## src/rtl/led_run_decoder.sv

```systemverilog
// rtl/led_run_decoder.sv - one-hot LED bar driver with prescaled static/up/down/bounce sequencer
// Position and one-hot drive are computed together and registered on the same edge.
module led_run_decoder #(
   parameter int SEL_W = 3,
   parameter int DIV_W = 24
) (
   input  logic                  clk,
   input  logic                  rst,
   input  logic                  en,
   input  logic [1:0]            mode,
   input  logic [SEL_W-1:0]      sel,
   input  logic [DIV_W-1:0]      div,
   output logic [(1<<SEL_W)-1:0] y,
   output logic [SEL_W-1:0]      pos,
   output logic                  tick,
   output logic                  wrap
);

   localparam int N = 1 << SEL_W;
   localparam logic [SEL_W-1:0] POS_MAX = {SEL_W{1'b1}};

   typedef enum logic [1:0] {
      MODE_STATIC = 2'b00,
      MODE_UP     = 2'b01,
      MODE_DOWN   = 2'b10,
      MODE_BOUNCE = 2'b11
   } mode_e;

   typedef enum logic {
      DIR_UP   = 1'b0,
      DIR_DOWN = 1'b1
   } dir_e;

   logic [DIV_W-1:0] cnt, cnt_n;
   logic [SEL_W-1:0] pos_n;
   logic [N-1:0]     y_n;
   logic             tick_n, wrap_n;
   dir_e             dir, dir_n;
   mode_e            mode_q, mode_q_n;
   mode_e            mode_in;

   assign mode_in = mode_e'(mode);

   always_ff @(posedge clk) begin
      if (rst) begin
         cnt    <= '0;
         pos    <= '0;
         dir    <= DIR_UP;
         mode_q <= MODE_STATIC;
         tick   <= 1'b0;
         wrap   <= 1'b0;
         y      <= '0;
      end else begin
         cnt    <= cnt_n;
         pos    <= pos_n;
         dir    <= dir_n;
         mode_q <= mode_q_n;
         tick   <= tick_n;
         wrap   <= wrap_n;
         y      <= y_n;
      end
   end

   always_comb begin
      cnt_n    = cnt;
      pos_n    = pos;
      dir_n    = dir;
      mode_q_n = mode_q;
      tick_n   = 1'b0;
      wrap_n   = 1'b0;
      y_n      = '0;

      if (en) begin
         mode_q_n = mode_in;
         // A mode change restarts the prescaler and suppresses this cycle's step.
         if (mode_in != mode_q) begin
            cnt_n = '0;
            dir_n = DIR_UP;
         end else begin
            // >= rather than == so a lowered div never forces a long counter wrap.
            if (cnt >= div) begin
               tick_n = 1'b1;
               cnt_n  = '0;
            end else begin
               cnt_n = cnt + DIV_W'(1);
            end

            case (mode_q)
               MODE_STATIC: pos_n = sel;
               MODE_UP: begin
                  if (tick_n) begin
                     pos_n  = pos + SEL_W'(1);
                     wrap_n = (pos == POS_MAX);
                  end
               end
               MODE_DOWN: begin
                  if (tick_n) begin
                     pos_n  = pos - SEL_W'(1);
                     wrap_n = (pos == '0);
                  end
               end
               MODE_BOUNCE: begin
                  if (tick_n) begin
                     // Turn around immediately so each end LED is lit for one step only.
                     if (dir == DIR_UP) begin
                        if (pos == POS_MAX) begin
                           dir_n  = DIR_DOWN;
                           pos_n  = pos - SEL_W'(1);
                           wrap_n = 1'b1;
                        end else begin
                           pos_n = pos + SEL_W'(1);
                        end
                     end else begin
                        if (pos == '0) begin
                           dir_n  = DIR_UP;
                           pos_n  = pos + SEL_W'(1);
                           wrap_n = 1'b1;
                        end else begin
                           pos_n = pos - SEL_W'(1);
                        end
                     end
                  end
               end
               default: pos_n = pos;
            endcase
         end

         y_n = N'(1) << pos_n;
      end
   end

endmodule

```

## config.mk

```make
export PLATFORM = sky130hd
export DESIGN_NAME = led_run_decoder
export DESIGN_NICKNAME = d
export VERILOG_FILES = /design/src/rtl/led_run_decoder.sv
export SDC_FILE = /design/constraint.sdc
export NUM_CORES = 1
export LEC_CHECK = 0
export ABC_AREA = 1
export BUFFER_PORTS_ARGS = -buffer_cell sky130_fd_sc_hd__buf_2
export CAP_MARGIN = 30
export CELL_PAD_IN_SITES_DETAIL_PLACEMENT = 1
export CELL_PAD_IN_SITES_GLOBAL_PLACEMENT = 1
export CORE_MARGIN = 2
export CORE_UTILIZATION = 35
export DETAILED_ROUTE_END_ITERATION = 16
export HOLD_SLACK_MARGIN = 0.1
export PLACE_DENSITY = 0.72
export SKIP_LAST_GASP = 1
export SYNTH_ARGS = -nofsm -noshare
export SYNTH_HDL_FRONTEND = slang
export SYNTH_SLANG_ARGS = --single-unit
```

## constraint.sdc

```tcl
create_clock -name clk -period 2.35 [get_ports clk]
set_input_delay 0.235 -clock clk [delete_from_list [all_inputs] [get_ports clk]]
set_output_delay 0.235 -clock clk [all_outputs]
set_load 0.05 [all_outputs]
```

# Word-level counts from Yosys, hierarchy flattened
# Cells that the tools add are included.
# totals
regBits	40
output_inout_bits	13
wordCells	51
# classes
n_addsub	3
order_cmp	1
n_eq_ne	5
shifts	1
muxes	26
n_bitwise	1
n_reduce_logical	7
# op_table
operator	n
2-to-1 mux 24 bit	2
adder 24 x 1 -> 24 bit (second input constant)	1
greater-or-equal comparator 24 bit	1
2-to-1 mux 3 bit	8
2-to-1 mux 1 bit	14
one-hot mux 3 bit (4 select lines)	1
<< shifter 1 x 3 -> 8 bit (first input constant)	1
== test 2 bit (second input constant)	2
nonzero test 2 bit	2
adder 3 x 1 -> 3 bit (second input constant)	1
== test 3 bit (second input constant)	1
logical NOT 3 bit	1
one-hot mux 1 bit (3 select lines)	1
AND reduction 3 bit	1
OR reduction 3 bit	1
subtractor 3 x 1 -> 3 bit (second input constant)	1
== test 2 x 1 -> 1 bit (second input constant)	1
logical NOT 2 bit	1
!= test 2 bit	1
OR reduction 2 bit	1
NOT 1 bit	1

# Logic depth before layout (Yosys ltp)
# depth
depth_word	9
mapped_depth	18

# Worst setup path before layout
# OpenSTA, ideal clock, no wires.
# synth_path
path_kind	reg-to-reg
start	register pos[0]
end	register y[2]
setup_ns	0.066
t_arrival_ns	2.050
path_slack_ns	0.234
stages_incl_launch_ff	14
n_path_buf	0
synth_period_minus_slack_ns	2.116
path_cell_list	dfxtp_1 inv_1 ha_1 nand3_1 o21ai_2 o21ai_0 nand3_1 o211ai_1 nand3_1 nand2_1 o21ai_2 inv_1 nand2_1 nor2_1
# synth_between
elab_chain_len	8
elab_cells_between_ends	14
# synth_rtl
element	line_no	rtl
start: declaration	14	output logic [SEL_W-1:0] pos,
start signal: assignment	55	pos <= pos_n;
adder 3 x 1 -> 3 bit, or another cell as far along	92, 111, 116	
2-to-1 mux 3 bit, on equally long branches	106, 114	
2-to-1 mux 3 bit	105	if (dir == DIR_UP) begin
2-to-1 mux 3 bit	103	if (tick_n) begin
one-hot mux 3 bit (4 select lines)	88	case (mode_q)
2-to-1 mux 3 bit *	76	if (mode_in != mode_q) begin
2-to-1 mux 3 bit *	73	if (en) begin
<< shifter 1 x 3 -> 8 bit *	128	y_n = N'(1) << pos_n;
end signal: assignment	60	y <= y_n;
end: declaration	13	output logic [(1<<SEL_W)-1:0] y,
# Mark *: on every way between the ends. The rest lies on a longest branch, timed or not. The select of a mux whose other input is x is not followed.
# A chain may end at the register's enable or synchronous reset.

# Worst setup path after layout
# layout_path
start	register cnt[18]
end	register pos[2]
# layout_between
elab_chain_len	8
elab_cells_between_ends	10
# layout_rtl
element	line_no	rtl
start: declaration	34	logic [DIV_W-1:0] cnt, cnt_n;
start signal: assignment	54	cnt <= cnt_n;
greater-or-equal comparator 24 bit *	81	if (cnt >= div) begin
2-to-1 mux 1 bit *	81	
2-to-1 mux 1 bit *	76	
2-to-1 mux 1 bit *	73	
2-to-1 mux 3 bit, on equally long branches	103, 91, 97	
one-hot mux 3 bit (4 select lines) *	88	
2-to-1 mux 3 bit *	76	
2-to-1 mux 3 bit *	73	
# Marks and branches as above.

==> summary.txt <==
Synthesis
  – Ys Warns: 0
  – Synth Cell Area: 2660 um^2
  – Post-synth ARST share: 0%
  – Sequential share of the synthesized area: 30.1%
  – Mapped Avg Cell Area: 7.04 um^2
  – Number of flops mapped to enable cells by yosys: 0
  – Mapped Cells: 378
  – Mapped Nets: 439
  – Top FF cell, synth: dfxtp_1
  – Netlist cell types: 40
  – Flop and latch count out of synthesis: 40

Floorplan
  – Initial Utilization: 36.5%
  – Num ports: 45
  – Full die area: 8310 um^2
  – Die H: 91.2 um
  – Core area: 7290 um^2
  – # rows: 31
  – Chip width: 91.2 um

Layout
  – Area Overhead vs Synth: 19.1%
  – Ant diodes: 0
  – Final Instance Area: 3170 um^2
  – Layout Cells excl Fill: 530
  – Layout cells sized above 1: 21.1%
  – Post-layout util: 43.5%
  – Layout Nets: 491

Route
  – Met1 wire length: 3.15 mm
  – DR vias: 2546
  – Via density: 4.80
  – First DRT Iteration DRCs: 35
  – Total Routed Length: 6.76 mm
  – Met3 WL post-DR: 137 um
  – WL/cell: 12.8 um
  – DR top layer: met4
  – Antenna viol nets, final: 0
  – First-pass iteration count of the detailed router: 4
  – Met2 WL: 3.38 mm
  – DRC Markers: 0

STA
  – Fmax: 464 MHz
  – RSZ-0062 raised after global routing: false
  – Max Transition Viols Final: 0
  – Clock skew: 0.00642 ns
  – Worst Setup Slack, final: 0.195 ns
  – Hold Fails Final Rpt: 0
  – Rel. slew slack: 73.5%
  – Final hold slack: 0.169 ns
  – Worst Tran Pin Value: 0.397 ns
  – Post-route clock period utilization: 91.7%
  – Final min period: 2.16 ns
  – Final setup fails: 0
  – Setup_tns: 0 ns

Setup path
  – Crit path max fanout: 6
  – Crit. End Element: flip-flop
  – Worst path arrival time: 2.34 ns
  – Reg-to-reg setup timing slack: 0.19 ns
  – Worst Path Required: 2.54 ns
  – Critical path class: flip-flop to flip-flop
  – Startpoint Class: flip-flop

Clocking
  – Clock Pin Slew Worst Setup and Hold Paths: 0.09 ns
  – Clock root buffer: clkbuf_8
  – Depth of the CTS H-tree: 2
  – Post-CTS setup buffers: 0
  – CTS buffer count: 5
  – Hold Buf Count CTS: 0
  – TritonCTS clock tree: done
  – Clock Tree Buf Depth: 2
  – Clock Sinks: 40
  – Clock Latency Late Sink: 0.29 ns

Global route
  – Initial antenna violation count: 0
  – Largest net degree at the start of global routing: 21
  – GRT Residual Overflow: 0
  – Gr usage total: 17.2%
  – Number of global-route vias before repair: 2756
  – First-pass GRT wire length: 12.0 mm

Placement
  – Placed Area: 3020 um^2
  – Port bufs: 44
  – Worst slack, placed: 0.0755 ns
  – Cell total after placement: 522
  – Final Wtd Congestion: 0.775
  – Post-DP HPWL: 5.42 mm

Power
  – Pleak: 1.52 nW
  – Power Total: 1.54 mW
  – Peak supply drop: 0.211 mV
  – Pwr Density: 486 nW/um^2

Flow run
  – Max Cap Viol: 0

Outcome
  – Status: finished clean

Min path
  – Hold WC Path Type: input port to flip-flop
-- Yosys cell counts (2+ instances only) --
cell type  instances  area (um^2)
a21o_1             2         15.0
a21oi_1           22          110
a31oi_1            3         18.8
buf_2              4         20.0
dfxtp_1           40          801
ha_1              29          363
inv_1             59          221
inv_2              2         7.51
nand2_1           78          293
nand2_2            6         37.5
nand3_1           17         85.1
nand4_1            5         31.3
nor2_1            48          180
nor2_2             2         12.5
nor2_4             2         22.5
nor3_1             9         45.0
nor3_2             3         30.0
nor3b_1            5         37.5
nor4_1             2         12.5
o21ai_0            7         35.0
o21ai_2            3         26.3
xnor2_1            5         43.8
xor2_1             8         70.1
-- report_power, final --
part           leakage [nW]  internal [mW]  switching, mW  total, mW
clock network        0.0548          0.320          0.268      0.588
registers             0.325          0.692         0.0158      0.708
logic                  1.14         0.0837          0.160      0.244
total                  1.52           1.10          0.444       1.54
-- final timing paths --
kind                        startpoint  depth (start not counted)             endpoint
hold reg to reg       dir$_SDFFE_PP0P_                          2     dir$_SDFFE_PP0P_
setup / recovery  cnt[18]$_SDFFE_PP0P_                         15  pos[2]$_SDFFE_PP0P_
hold / removal                     rst                          2  cnt[1]$_SDFFE_PP0P_
setup reg to reg  cnt[18]$_SDFFE_PP0P_                         15  pos[2]$_SDFFE_PP0P_
-- cell type report --
cell class                      count  area (um^2)
Fill cell                         992         4120
Timing Repair Buffer               51          273
Sequential cell                    40          805
Inverter                           62          233
Clock inverter                      3         46.3
Multi-Input combinational cell    270         1620
Tap cell                           99          124
Clock buffer                        5         68.8
-- registers in the layout, summed over array words and instances (netlist names) --
| register | count |
|---|---|
| tick | 1 |
| y | 8 |
| mode_q | 2 |
| cnt | 24 |
| wrap | 1 |
| pos | 3 |
| dir | 1 |
-- layout by cell type (no fill, tap or decap), types with 3 or more instances in the layout --
cell type	netlist	final
nor3_2	3	3
nand3_1	17	16
ha_1	29	29
xor2_1	8	8
buf_4	0	7
dfxtp_1	40	37
inv_2	2	3
nor3_1	9	9
dfxtp_2	0	3
xnor2_1	5	5
inv_1	59	58
nor3b_1	5	4
a31oi_1	3	3
buf_2	4	44
o21ai_2	3	3
nand2_1	78	78
o21ai_0	7	6
a21oi_1	22	22
nand2_2	6	4
nor2_1	48	47
nand4_1	5	5
nor2_2	2	3
clkbuf_8	0	5
-- layer usage --
layer  GRT usage [%]  vias to the layer above
met5               0                        -
met4            4.80                        0
met3            2.16                        8
met2            32.4                       32
met1            20.2                     1184
li1                -                     1322
-- critical path: stages, from the launching register on --
cell and delay, ns:
dfxtp_1 0.46, ha_1 0.27, nand2_1 0.06, inv_1 0.05, nand2_1 0.07, nand2_1 0.06, nand2_1 0.06, nand2_1 0.08
a21oi_2 0.18, nand3_1 0.15, nand3_1 0.14, nand4_1 0.11, nand2_1 0.10, nand2_1 0.05, nand2_1 0.15, nand2_1 0.06
-- logic make-up after synthesis --
group,after synthesis,synth area share [%]
AO/OA/AOI/OAI,46,10.5
XOR/XNOR,13,4.28
adder cells (fa/ha/maj),29,13.6
buffers and inverters,68,10.1
flip-flops,40,30.1
multiplexers,1,0.423
AND/OR/NAND/NOR,181,31.0
-- repair_timing --
action,CTS,global route
endpoints found under the setup margin,0,30
gates resized for setup,0,11
hold endpoints to repair,0,0
(Power assumes the default switching activity.)
